$ cat config.mk
export PLATFORM = sky130hd
export DESIGN_NAME = accel_axi_master_bridge_flat
export DESIGN_NICKNAME = d
export VERILOG_FILES = /design/src/rtl/cfg_types_pkg.sv /design/src/rtl/axi_bus.sv /design/src/rtl/accel_axi_master_bridge.sv /design/src/flat_wrapper.sv
export SDC_FILE = /design/constraint.sdc
export NUM_CORES = 1
export LEC_CHECK = 0
export CORE_UTILIZATION = 25
export DETAILED_ROUTE_END_ITERATION = 8
export GPL_ROUTABILITY_DRIVEN = 1
export PLACE_DENSITY = 0.64
export SLEW_MARGIN = 20
export SYNTH_ARGS = -nofsm -noshare
export SYNTH_HDL_FRONTEND = slang
export SYNTH_SLANG_ARGS = --single-unit
$ cat constraint.sdc
create_clock -name clk -period 2.3 [get_ports clk]
set_input_delay 0.69 -clock clk [delete_from_list [all_inputs] [get_ports clk]]
set_output_delay 0.69 -clock clk [all_outputs]
set_load 0.1 [all_outputs]
$ cat src/rtl/cfg_types_pkg.sv
// Shared types and AXI encodings for the accelerator AXI master bridge.
package cfg_types_pkg;

    typedef enum logic [2:0] {
        IDLE    = 3'd0,
        WRITE   = 3'd1,
        WR_RESP = 3'd2,
        READ    = 3'd3,
        RD_DATA = 3'd4
    } axi_mst_state_t;

    localparam logic [1:0] AXI_BURST_INCR  = 2'b01;
    localparam logic [1:0] AXI_RESP_SLVERR = 2'b10;
    localparam logic [1:0] AXI_RESP_DECERR = 2'b11;

    // Both SLVERR and DECERR are reported to the accelerator as an error.
    function automatic logic resp_is_err(input logic [1:0] resp);
        return (resp == AXI_RESP_SLVERR) || (resp == AXI_RESP_DECERR);
    endfunction

endpackage

$ cat src/rtl/axi_bus.sv
// AXI4 bus bundle with master and slave views.
interface AXI_BUS #(
    parameter int unsigned AXI_ADDR_WIDTH = 32,
    parameter int unsigned AXI_DATA_WIDTH = 32,
    parameter int unsigned AXI_ID_WIDTH   = 2,
    parameter int unsigned AXI_USER_WIDTH = 1
);
    localparam int unsigned AXI_STRB_WIDTH = AXI_DATA_WIDTH / 8;

    logic [AXI_ID_WIDTH-1:0]   aw_id;
    logic [AXI_ADDR_WIDTH-1:0] aw_addr;
    logic [7:0]                aw_len;
    logic [2:0]                aw_size;
    logic [1:0]                aw_burst;
    logic                      aw_lock;
    logic [3:0]                aw_cache;
    logic [2:0]                aw_prot;
    logic [3:0]                aw_qos;
    logic [3:0]                aw_region;
    logic [AXI_USER_WIDTH-1:0] aw_user;
    logic                      aw_valid;
    logic                      aw_ready;

    logic [AXI_DATA_WIDTH-1:0] w_data;
    logic [AXI_STRB_WIDTH-1:0] w_strb;
    logic                      w_last;
    logic [AXI_USER_WIDTH-1:0] w_user;
    logic                      w_valid;
    logic                      w_ready;

    logic [AXI_ID_WIDTH-1:0]   b_id;
    logic [1:0]                b_resp;
    logic [AXI_USER_WIDTH-1:0] b_user;
    logic                      b_valid;
    logic                      b_ready;

    logic [AXI_ID_WIDTH-1:0]   ar_id;
    logic [AXI_ADDR_WIDTH-1:0] ar_addr;
    logic [7:0]                ar_len;
    logic [2:0]                ar_size;
    logic [1:0]                ar_burst;
    logic                      ar_lock;
    logic [3:0]                ar_cache;
    logic [2:0]                ar_prot;
    logic [3:0]                ar_qos;
    logic [3:0]                ar_region;
    logic [AXI_USER_WIDTH-1:0] ar_user;
    logic                      ar_valid;
    logic                      ar_ready;

    logic [AXI_ID_WIDTH-1:0]   r_id;
    logic [AXI_DATA_WIDTH-1:0] r_data;
    logic [1:0]                r_resp;
    logic                      r_last;
    logic [AXI_USER_WIDTH-1:0] r_user;
    logic                      r_valid;
    logic                      r_ready;

    modport Master (
        output aw_id, aw_addr, aw_len, aw_size, aw_burst, aw_lock, aw_cache, aw_prot, aw_qos,
               aw_region, aw_user, aw_valid,
        input  aw_ready,
        output w_data, w_strb, w_last, w_user, w_valid,
        input  w_ready,
        input  b_id, b_resp, b_user, b_valid,
        output b_ready,
        output ar_id, ar_addr, ar_len, ar_size, ar_burst, ar_lock, ar_cache, ar_prot, ar_qos,
               ar_region, ar_user, ar_valid,
        input  ar_ready,
        input  r_id, r_data, r_resp, r_last, r_user, r_valid,
        output r_ready
    );

    modport Slave (
        input  aw_id, aw_addr, aw_len, aw_size, aw_burst, aw_lock, aw_cache, aw_prot, aw_qos,
               aw_region, aw_user, aw_valid,
        output aw_ready,
        input  w_data, w_strb, w_last, w_user, w_valid,
        output w_ready,
        output b_id, b_resp, b_user, b_valid,
        input  b_ready,
        input  ar_id, ar_addr, ar_len, ar_size, ar_burst, ar_lock, ar_cache, ar_prot, ar_qos,
               ar_region, ar_user, ar_valid,
        output ar_ready,
        output r_id, r_data, r_resp, r_last, r_user, r_valid,
        input  r_ready
    );

endinterface

$ cat src/rtl/accel_axi_master_bridge.sv
// Bridges the accelerator req/gnt/rvalid memory bus onto single-beat AXI4 master
// transactions, one outstanding at a time.
module accel_axi_master_bridge
    import cfg_types_pkg::*;
#(
    parameter int unsigned AXI_ADDR_WIDTH = 32,
    parameter int unsigned AXI_DATA_WIDTH = 32,
    parameter int unsigned AXI_ID_WIDTH   = 2,
    parameter int unsigned AXI_USER_WIDTH = 1,
    parameter int unsigned AXI_ID         = 0
) (
    input  logic                        clk,
    input  logic                        rst_n,
    input  logic                        mem_req,
    output logic                        mem_gnt,
    input  logic [AXI_ADDR_WIDTH-1:0]   mem_addr,
    input  logic                        mem_we,
    input  logic [AXI_DATA_WIDTH/8-1:0] mem_be,
    input  logic [AXI_DATA_WIDTH-1:0]   mem_wdata,
    output logic                        mem_rvalid,
    output logic [AXI_DATA_WIDTH-1:0]   mem_rdata,
    output logic                        mem_err,
    output logic                        busy,
    AXI_BUS.Master                      axi_master
);

    localparam int unsigned STRB_WIDTH = AXI_DATA_WIDTH / 8;
    localparam int unsigned ADDR_LSB   = $clog2(STRB_WIDTH);
    localparam logic [2:0]  AXI_SIZE   = 3'(ADDR_LSB);

    axi_mst_state_t state_q, state_d;

    logic [AXI_ADDR_WIDTH-1:0] addr_q;
    logic [STRB_WIDTH-1:0]     be_q;
    logic [AXI_DATA_WIDTH-1:0] wdata_q;
    logic                      aw_done_q;
    logic                      w_done_q;
    logic                      rvalid_q;
    logic                      err_q;
    logic [AXI_DATA_WIDTH-1:0] rdata_q;

    logic aw_valid, w_valid, ar_valid, b_ready, r_ready;
    logic aw_hs, w_hs, ar_hs, b_hs, r_hs;

    assign mem_gnt = mem_req && (state_q == IDLE);
    assign busy    = (state_q != IDLE);

    // Each write channel drops its valid independently once its own handshake is seen.
    assign aw_valid = (state_q == WRITE) && !aw_done_q;
    assign w_valid  = (state_q == WRITE) && !w_done_q;
    assign ar_valid = (state_q == READ);
    assign b_ready  = (state_q == WR_RESP);
    assign r_ready  = (state_q == RD_DATA);

    assign aw_hs = aw_valid && axi_master.aw_ready;
    assign w_hs  = w_valid && axi_master.w_ready;
    assign ar_hs = ar_valid && axi_master.ar_ready;
    assign b_hs  = b_ready && axi_master.b_valid;
    assign r_hs  = r_ready && axi_master.r_valid;

    always_comb begin
        state_d = state_q;
        unique case (state_q)
            IDLE:    if (mem_gnt) state_d = mem_we ? WRITE : READ;
            WRITE:   if (aw_done_q && w_done_q) state_d = WR_RESP;
            WR_RESP: if (b_hs) state_d = IDLE;
            READ:    if (ar_hs) state_d = RD_DATA;
            RD_DATA: if (r_hs) state_d = IDLE;
            default: state_d = IDLE;
        endcase
    end

    always_ff @(posedge clk) begin
        if (!rst_n) begin
            state_q   <= IDLE;
            addr_q    <= '0;
            be_q      <= '0;
            wdata_q   <= '0;
            aw_done_q <= 1'b0;
            w_done_q  <= 1'b0;
            rvalid_q  <= 1'b0;
            err_q     <= 1'b0;
            rdata_q   <= '0;
        end else begin
            state_q  <= state_d;
            rvalid_q <= b_hs || r_hs;

            if (mem_gnt) begin
                addr_q  <= {mem_addr[AXI_ADDR_WIDTH-1:ADDR_LSB], {ADDR_LSB{1'b0}}};
                be_q    <= mem_be;
                wdata_q <= mem_wdata;
            end

            if (aw_hs) aw_done_q <= 1'b1;
            if (w_hs)  w_done_q  <= 1'b1;
            if (b_hs) begin
                aw_done_q <= 1'b0;
                w_done_q  <= 1'b0;
                err_q     <= resp_is_err(axi_master.b_resp);
            end

            if (r_hs) begin
                err_q   <= resp_is_err(axi_master.r_resp);
                rdata_q <= axi_master.r_data;
            end
        end
    end

    assign mem_rvalid = rvalid_q;
    assign mem_err    = err_q;
    assign mem_rdata  = rdata_q;

    assign axi_master.aw_id     = AXI_ID_WIDTH'(AXI_ID);
    assign axi_master.aw_addr   = addr_q;
    assign axi_master.aw_len    = 8'd0;
    assign axi_master.aw_size   = AXI_SIZE;
    assign axi_master.aw_burst  = AXI_BURST_INCR;
    assign axi_master.aw_lock   = 1'b0;
    assign axi_master.aw_cache  = 4'd0;
    assign axi_master.aw_prot   = 3'd0;
    assign axi_master.aw_qos    = 4'd0;
    assign axi_master.aw_region = 4'd0;
    assign axi_master.aw_user   = '0;
    assign axi_master.aw_valid  = aw_valid;

    assign axi_master.w_data  = wdata_q;
    assign axi_master.w_strb  = be_q;
    assign axi_master.w_last  = 1'b1;
    assign axi_master.w_user  = '0;
    assign axi_master.w_valid = w_valid;

    assign axi_master.b_ready = b_ready;

    assign axi_master.ar_id     = AXI_ID_WIDTH'(AXI_ID);
    assign axi_master.ar_addr   = addr_q;
    assign axi_master.ar_len    = 8'd0;
    assign axi_master.ar_size   = AXI_SIZE;
    assign axi_master.ar_burst  = AXI_BURST_INCR;
    assign axi_master.ar_lock   = 1'b0;
    assign axi_master.ar_cache  = 4'd0;
    assign axi_master.ar_prot   = 3'd0;
    assign axi_master.ar_qos    = 4'd0;
    assign axi_master.ar_region = 4'd0;
    assign axi_master.ar_user   = '0;
    assign axi_master.ar_valid  = ar_valid;

    assign axi_master.r_ready = r_ready;

    // Response IDs, user bits and RLAST are deliberately ignored: any single beat completes.
    logic unused_resp_fields;
    assign unused_resp_fields = ^{axi_master.b_id, axi_master.b_user, axi_master.r_id,
                                  axi_master.r_last, axi_master.r_user};

endmodule

$ cat src/flat_wrapper.sv
// flat-port wrapper written by rule: the top's interface ports become plain ports
module accel_axi_master_bridge_flat import cfg_types_pkg::*;
#(
    parameter int unsigned AXI_ADDR_WIDTH = 32,
    parameter int unsigned AXI_DATA_WIDTH = 32,
    parameter int unsigned AXI_ID_WIDTH   = 2,
    parameter int unsigned AXI_USER_WIDTH = 1,
    parameter int unsigned AXI_ID         = 0
)
  (clk, rst_n, mem_req, mem_gnt, mem_addr, mem_we, mem_be, mem_wdata, mem_rvalid, mem_rdata, mem_err, busy, axi_master_aw_id, axi_master_aw_addr, axi_master_aw_len, axi_master_aw_size, axi_master_aw_burst, axi_master_aw_lock, axi_master_aw_cache, axi_master_aw_prot, axi_master_aw_qos, axi_master_aw_region, axi_master_aw_user, axi_master_aw_valid, axi_master_aw_ready, axi_master_w_data, axi_master_w_strb, axi_master_w_last, axi_master_w_user, axi_master_w_valid, axi_master_w_ready, axi_master_b_id, axi_master_b_resp, axi_master_b_user, axi_master_b_valid, axi_master_b_ready, axi_master_ar_id, axi_master_ar_addr, axi_master_ar_len, axi_master_ar_size, axi_master_ar_burst, axi_master_ar_lock, axi_master_ar_cache, axi_master_ar_prot, axi_master_ar_qos, axi_master_ar_region, axi_master_ar_user, axi_master_ar_valid, axi_master_ar_ready, axi_master_r_id, axi_master_r_data, axi_master_r_resp, axi_master_r_last, axi_master_r_user, axi_master_r_valid, axi_master_r_ready);
  AXI_BUS #(.AXI_ADDR_WIDTH(AXI_ADDR_WIDTH), .AXI_DATA_WIDTH(AXI_DATA_WIDTH), .AXI_ID_WIDTH(AXI_ID_WIDTH), .AXI_USER_WIDTH(AXI_USER_WIDTH)) axi_master_i ();
  input  logic clk;
  input  logic rst_n;
  input  logic mem_req;
  output logic mem_gnt;
  input  logic [AXI_ADDR_WIDTH-1:0] mem_addr;
  input  logic mem_we;
  input  logic [AXI_DATA_WIDTH/8-1:0] mem_be;
  input  logic [AXI_DATA_WIDTH-1:0] mem_wdata;
  output logic mem_rvalid;
  output logic [AXI_DATA_WIDTH-1:0] mem_rdata;
  output logic mem_err;
  output logic busy;
  output wire logic [$bits(axi_master_i.aw_id)-1:0] axi_master_aw_id;
  output wire logic [$bits(axi_master_i.aw_addr)-1:0] axi_master_aw_addr;
  output wire logic [$bits(axi_master_i.aw_len)-1:0] axi_master_aw_len;
  output wire logic [$bits(axi_master_i.aw_size)-1:0] axi_master_aw_size;
  output wire logic [$bits(axi_master_i.aw_burst)-1:0] axi_master_aw_burst;
  output wire logic [$bits(axi_master_i.aw_lock)-1:0] axi_master_aw_lock;
  output wire logic [$bits(axi_master_i.aw_cache)-1:0] axi_master_aw_cache;
  output wire logic [$bits(axi_master_i.aw_prot)-1:0] axi_master_aw_prot;
  output wire logic [$bits(axi_master_i.aw_qos)-1:0] axi_master_aw_qos;
  output wire logic [$bits(axi_master_i.aw_region)-1:0] axi_master_aw_region;
  output wire logic [$bits(axi_master_i.aw_user)-1:0] axi_master_aw_user;
  output wire logic [$bits(axi_master_i.aw_valid)-1:0] axi_master_aw_valid;
  input wire logic [$bits(axi_master_i.aw_ready)-1:0] axi_master_aw_ready;
  output wire logic [$bits(axi_master_i.w_data)-1:0] axi_master_w_data;
  output wire logic [$bits(axi_master_i.w_strb)-1:0] axi_master_w_strb;
  output wire logic [$bits(axi_master_i.w_last)-1:0] axi_master_w_last;
  output wire logic [$bits(axi_master_i.w_user)-1:0] axi_master_w_user;
  output wire logic [$bits(axi_master_i.w_valid)-1:0] axi_master_w_valid;
  input wire logic [$bits(axi_master_i.w_ready)-1:0] axi_master_w_ready;
  input wire logic [$bits(axi_master_i.b_id)-1:0] axi_master_b_id;
  input wire logic [$bits(axi_master_i.b_resp)-1:0] axi_master_b_resp;
  input wire logic [$bits(axi_master_i.b_user)-1:0] axi_master_b_user;
  input wire logic [$bits(axi_master_i.b_valid)-1:0] axi_master_b_valid;
  output wire logic [$bits(axi_master_i.b_ready)-1:0] axi_master_b_ready;
  output wire logic [$bits(axi_master_i.ar_id)-1:0] axi_master_ar_id;
  output wire logic [$bits(axi_master_i.ar_addr)-1:0] axi_master_ar_addr;
  output wire logic [$bits(axi_master_i.ar_len)-1:0] axi_master_ar_len;
  output wire logic [$bits(axi_master_i.ar_size)-1:0] axi_master_ar_size;
  output wire logic [$bits(axi_master_i.ar_burst)-1:0] axi_master_ar_burst;
  output wire logic [$bits(axi_master_i.ar_lock)-1:0] axi_master_ar_lock;
  output wire logic [$bits(axi_master_i.ar_cache)-1:0] axi_master_ar_cache;
  output wire logic [$bits(axi_master_i.ar_prot)-1:0] axi_master_ar_prot;
  output wire logic [$bits(axi_master_i.ar_qos)-1:0] axi_master_ar_qos;
  output wire logic [$bits(axi_master_i.ar_region)-1:0] axi_master_ar_region;
  output wire logic [$bits(axi_master_i.ar_user)-1:0] axi_master_ar_user;
  output wire logic [$bits(axi_master_i.ar_valid)-1:0] axi_master_ar_valid;
  input wire logic [$bits(axi_master_i.ar_ready)-1:0] axi_master_ar_ready;
  input wire logic [$bits(axi_master_i.r_id)-1:0] axi_master_r_id;
  input wire logic [$bits(axi_master_i.r_data)-1:0] axi_master_r_data;
  input wire logic [$bits(axi_master_i.r_resp)-1:0] axi_master_r_resp;
  input wire logic [$bits(axi_master_i.r_last)-1:0] axi_master_r_last;
  input wire logic [$bits(axi_master_i.r_user)-1:0] axi_master_r_user;
  input wire logic [$bits(axi_master_i.r_valid)-1:0] axi_master_r_valid;
  output wire logic [$bits(axi_master_i.r_ready)-1:0] axi_master_r_ready;
  assign axi_master_aw_id = axi_master_i.aw_id;
  assign axi_master_aw_addr = axi_master_i.aw_addr;
  assign axi_master_aw_len = axi_master_i.aw_len;
  assign axi_master_aw_size = axi_master_i.aw_size;
  assign axi_master_aw_burst = axi_master_i.aw_burst;
  assign axi_master_aw_lock = axi_master_i.aw_lock;
  assign axi_master_aw_cache = axi_master_i.aw_cache;
  assign axi_master_aw_prot = axi_master_i.aw_prot;
  assign axi_master_aw_qos = axi_master_i.aw_qos;
  assign axi_master_aw_region = axi_master_i.aw_region;
  assign axi_master_aw_user = axi_master_i.aw_user;
  assign axi_master_aw_valid = axi_master_i.aw_valid;
  assign axi_master_i.aw_ready = axi_master_aw_ready;
  assign axi_master_w_data = axi_master_i.w_data;
  assign axi_master_w_strb = axi_master_i.w_strb;
  assign axi_master_w_last = axi_master_i.w_last;
  assign axi_master_w_user = axi_master_i.w_user;
  assign axi_master_w_valid = axi_master_i.w_valid;
  assign axi_master_i.w_ready = axi_master_w_ready;
  assign axi_master_i.b_id = axi_master_b_id;
  assign axi_master_i.b_resp = axi_master_b_resp;
  assign axi_master_i.b_user = axi_master_b_user;
  assign axi_master_i.b_valid = axi_master_b_valid;
  assign axi_master_b_ready = axi_master_i.b_ready;
  assign axi_master_ar_id = axi_master_i.ar_id;
  assign axi_master_ar_addr = axi_master_i.ar_addr;
  assign axi_master_ar_len = axi_master_i.ar_len;
  assign axi_master_ar_size = axi_master_i.ar_size;
  assign axi_master_ar_burst = axi_master_i.ar_burst;
  assign axi_master_ar_lock = axi_master_i.ar_lock;
  assign axi_master_ar_cache = axi_master_i.ar_cache;
  assign axi_master_ar_prot = axi_master_i.ar_prot;
  assign axi_master_ar_qos = axi_master_i.ar_qos;
  assign axi_master_ar_region = axi_master_i.ar_region;
  assign axi_master_ar_user = axi_master_i.ar_user;
  assign axi_master_ar_valid = axi_master_i.ar_valid;
  assign axi_master_i.ar_ready = axi_master_ar_ready;
  assign axi_master_i.r_id = axi_master_r_id;
  assign axi_master_i.r_data = axi_master_r_data;
  assign axi_master_i.r_resp = axi_master_r_resp;
  assign axi_master_i.r_last = axi_master_r_last;
  assign axi_master_i.r_user = axi_master_r_user;
  assign axi_master_i.r_valid = axi_master_r_valid;
  assign axi_master_r_ready = axi_master_i.r_ready;
  accel_axi_master_bridge #(.AXI_ADDR_WIDTH(AXI_ADDR_WIDTH), .AXI_DATA_WIDTH(AXI_DATA_WIDTH), .AXI_ID_WIDTH(AXI_ID_WIDTH), .AXI_USER_WIDTH(AXI_USER_WIDTH), .AXI_ID(AXI_ID)) u_core (.clk(clk), .rst_n(rst_n), .mem_req(mem_req), .mem_gnt(mem_gnt), .mem_addr(mem_addr), .mem_we(mem_we), .mem_be(mem_be), .mem_wdata(mem_wdata), .mem_rvalid(mem_rvalid), .mem_rdata(mem_rdata), .mem_err(mem_err), .busy(busy), .axi_master(axi_master_i));
endmodule
==> impl_results.md <==
* Status: complete, no violations
* Tmin final at 2.24 ns
* Avg Vias per Cell at 4.06
* YS warnings at 0
* Antenna violations before repair at 1
* Layout Cells excl Fill at 1,013
* Top_reg_cell synth: dfxtp_1
* Clk_lat worst skew at 0.35 ns
* Sequential share of the synthesized area at 45.8%
* Worst Path Arrival at 1.55 ns
* Crit-path cells: clkdlybuf4s50_1 > nand2_2 > inv_2 > buf_12
* Crit-path slowest cell: clkdlybuf4s50_1
* Max H-tree Level at 3
* Leak pwr at 2.89 nW
* Max_cap viols at 0
* DR iter-0 viols at 113
* IO Pins at 327
* Final #Nets at 899
* First-pass GRT wire length at 18,500 um
* Row count at 49
* Die Span X at 138 um
* Placer congestion estimate at 0.723
* Clk buf depth at 2
* Cells after DPL at 997
* Total global routing overflow at 0
* Final Hold Viols at 0
* Crit end category: output pin
* Largest net degree at the start of global routing at 70
* Hpwl dp at 9010 um
* DRC at 0
* Root Driver: clkbuf_16
* Port buffer count at 245
* Async set-or-reset flop fraction in the synthesized netlist at 0%
* Starting Density at 25.6%
* Routed WL at 12,700 um
* Vias at 4,113
* Worst Hold Class: reg -> reg
* Worst Path Required at 1.61 ns
* Avg Inst Size Synth at 7.96 um2
* Clock Sinks at 105
* Hold Buf Count CTS at 0
* Yosys reg bits at 105
* Vias in the first global route at 3,523
* Critical-path maximum fanout at 2
* Final ANT Viol Nets at 0
* CTS tree: built
* Yosys cell types at 29
* Tcrit/Tclk final at 97.2%
* Drt wl/cell at 12.5 um
* Number of diodes at 0
* FMAX at 0.447 GHz
* Fin. max-slew vios at 0
* Critical path class: in -> out
* GRT Util Overall at 12.9%
* CP startpoint kind: input port
* Max stage delay on crit path at 0.49 ns
* Die area at 0.0189 mm2
* Pwr dens at 927 mW/mm2
* Cell Area, Synth at 0.00459 mm2
* Peak VDD IR at 0.608 mV
* Placeable Area at 0.0180 mm2
* Die Y at 138 um
* RSZ-0062 raised after global routing: false
* EDFF count, synth at 0
* DR pass1 iterations at 4
* Area Overhead vs Synth at 48.2%
* Dpl cell area at 0.00653 mm2
* Skew final at 0.00971 ns
* Final Util at 37.9%
* Final instance area at 0.00681 mm2
* Share of layout cells above drive strength 1 at 24.5%
* Final Power at 6.31 mW
* # setup viols final at 0
* CTS Buf Count at 9
* Clock transition at path regs at 0.07 ns
* Mapped Cells at 577
[per-layer routing]
metal | track usage, % | wire length (um) | part of all wire [%]
met4 | 5.49 | 189 | 1.5
met3 | 4.38 | 1260 | 9.9
met5 | 0 | 0 | 0
met2 | 22.3 | 6260 | 49
met1 | 14.3 | 4990 | 39
[state kept, by name (all words and copies together), names as in the netlist]
signal and flops:
u_core.axi_master.ar_addr 30, u_core.w_done_q 1, u_core.mem_rvalid 1, u_core.aw_done_q 1
u_core.axi_master.w_strb 4, u_core.state_q 3, u_core.axi_master.w_data 32, u_core.mem_rdata 32
u_core.mem_err 1
[cell usage in the layout (no fill, tap or decap), drive strengths merged]
master	netlist	routed
a2111oi	1	1
a21boi	1	1
a21oi	104	104
a2bb2oi	1	1
and2	2	2
and3	1	1
buf	122	149
clkbuf	12	12
clkdlybuf4s50	0	108
clkinv	0	3
clkinvlp	0	2
conb	2	70
dfxtp	105	105
inv	4	3
mux2	1	1
mux2i	1	1
nand2	202	202
nand2b	1	1
nand3	1	1
nand3b	1	1
nand4b	1	1
nor2	6	6
nor2b	2	2
nor3	1	1
nor3b	1	1
o21ai	4	4
[cell families (layout without fill, tap and decap cells)]
kind of cell           after synthesis  after routing  synth area share [%]
buffers and inverters              138            277                  20.9
other                                2             70                 0.163
AND/OR/NAND/NOR                    219            219                  19.6
multiplexers                         2              2                 0.463
AO/OA/AOI/OAI                      111            111                  13.1
flip-flops                         105            105                  45.8
[worst paths after layout]
kind                        startpoint                          end  slack (ns)  cells past startpoint
setup / recovery               mem_req                      mem_gnt        0.06                      4
hold / removal    u_core.mem_rdata[12]         u_core.mem_rdata[12]        0.46                      2
setup reg to reg     u_core.state_q[2]  u_core.axi_master.w_data[2]        0.63                      6
hold reg to reg   u_core.mem_rdata[12]         u_core.mem_rdata[12]        0.46                      2
[cell usage after synthesis, drive strengths merged (2+ instances only)]
cell / number / area (um2)
buf: 122 / 902
nor2b: 2 / 12.5
a21oi: 104 / 558
inv: 4 / 15.0
conb: 2 / 7.51
dfxtp: 105 / 2100
clkbuf: 12 / 45.0
nor2: 6 / 25.0
nand2: 202 / 786
o21ai: 4 / 20.0
and2: 2 / 12.5
[area by class of cell]
class	count	area, um2
fill	1894	11200
timing repair buffer	257	2340
sequential	105	2100
multi-input combinational	402	1790
tap	229	287
clock buffer	12	246
clock inverter	4	28.8
inverter	4	16.3
[critical path: cells and delay by family]
kind                   cells  cell delay, ns
and+or+nand+nor            1            0.07
buffers and inverters      3            0.78
[per-stage QoR]
stage / setup WS [ns] / hold slack, ns / setup TNS, ns
after floorplan: -0.394 / 0.459 / -1.06
after global placement: 0.0689 / 0.443 / 0
after detailed placement: 0.0533 / 0.447 / 0
after CTS: 0.0521 / 0.457 / 0
after global routing: 0.00572 / 0.473 / 0
final: 0.0648 / 0.455 / 0
[power by group]
part | total (mW) | switching (mW) | internal, mW
clock network | 1.47 | 0.702 | 0.766
registers | 2.03 | 0.0863 | 1.94
logic | 2.81 | 2.23 | 0.583
[repair_timing]
| action | in CTS | in global routing |
|---|---|---|
| hold endpoints to repair | 0 | 0 |
| resized for setup | 0 | 1 |
| setup endpoints to repair | 0 | 2 |
| setup buffers | 0 | 0 |
No activity file was read; power rests on OpenSTA's default activity.
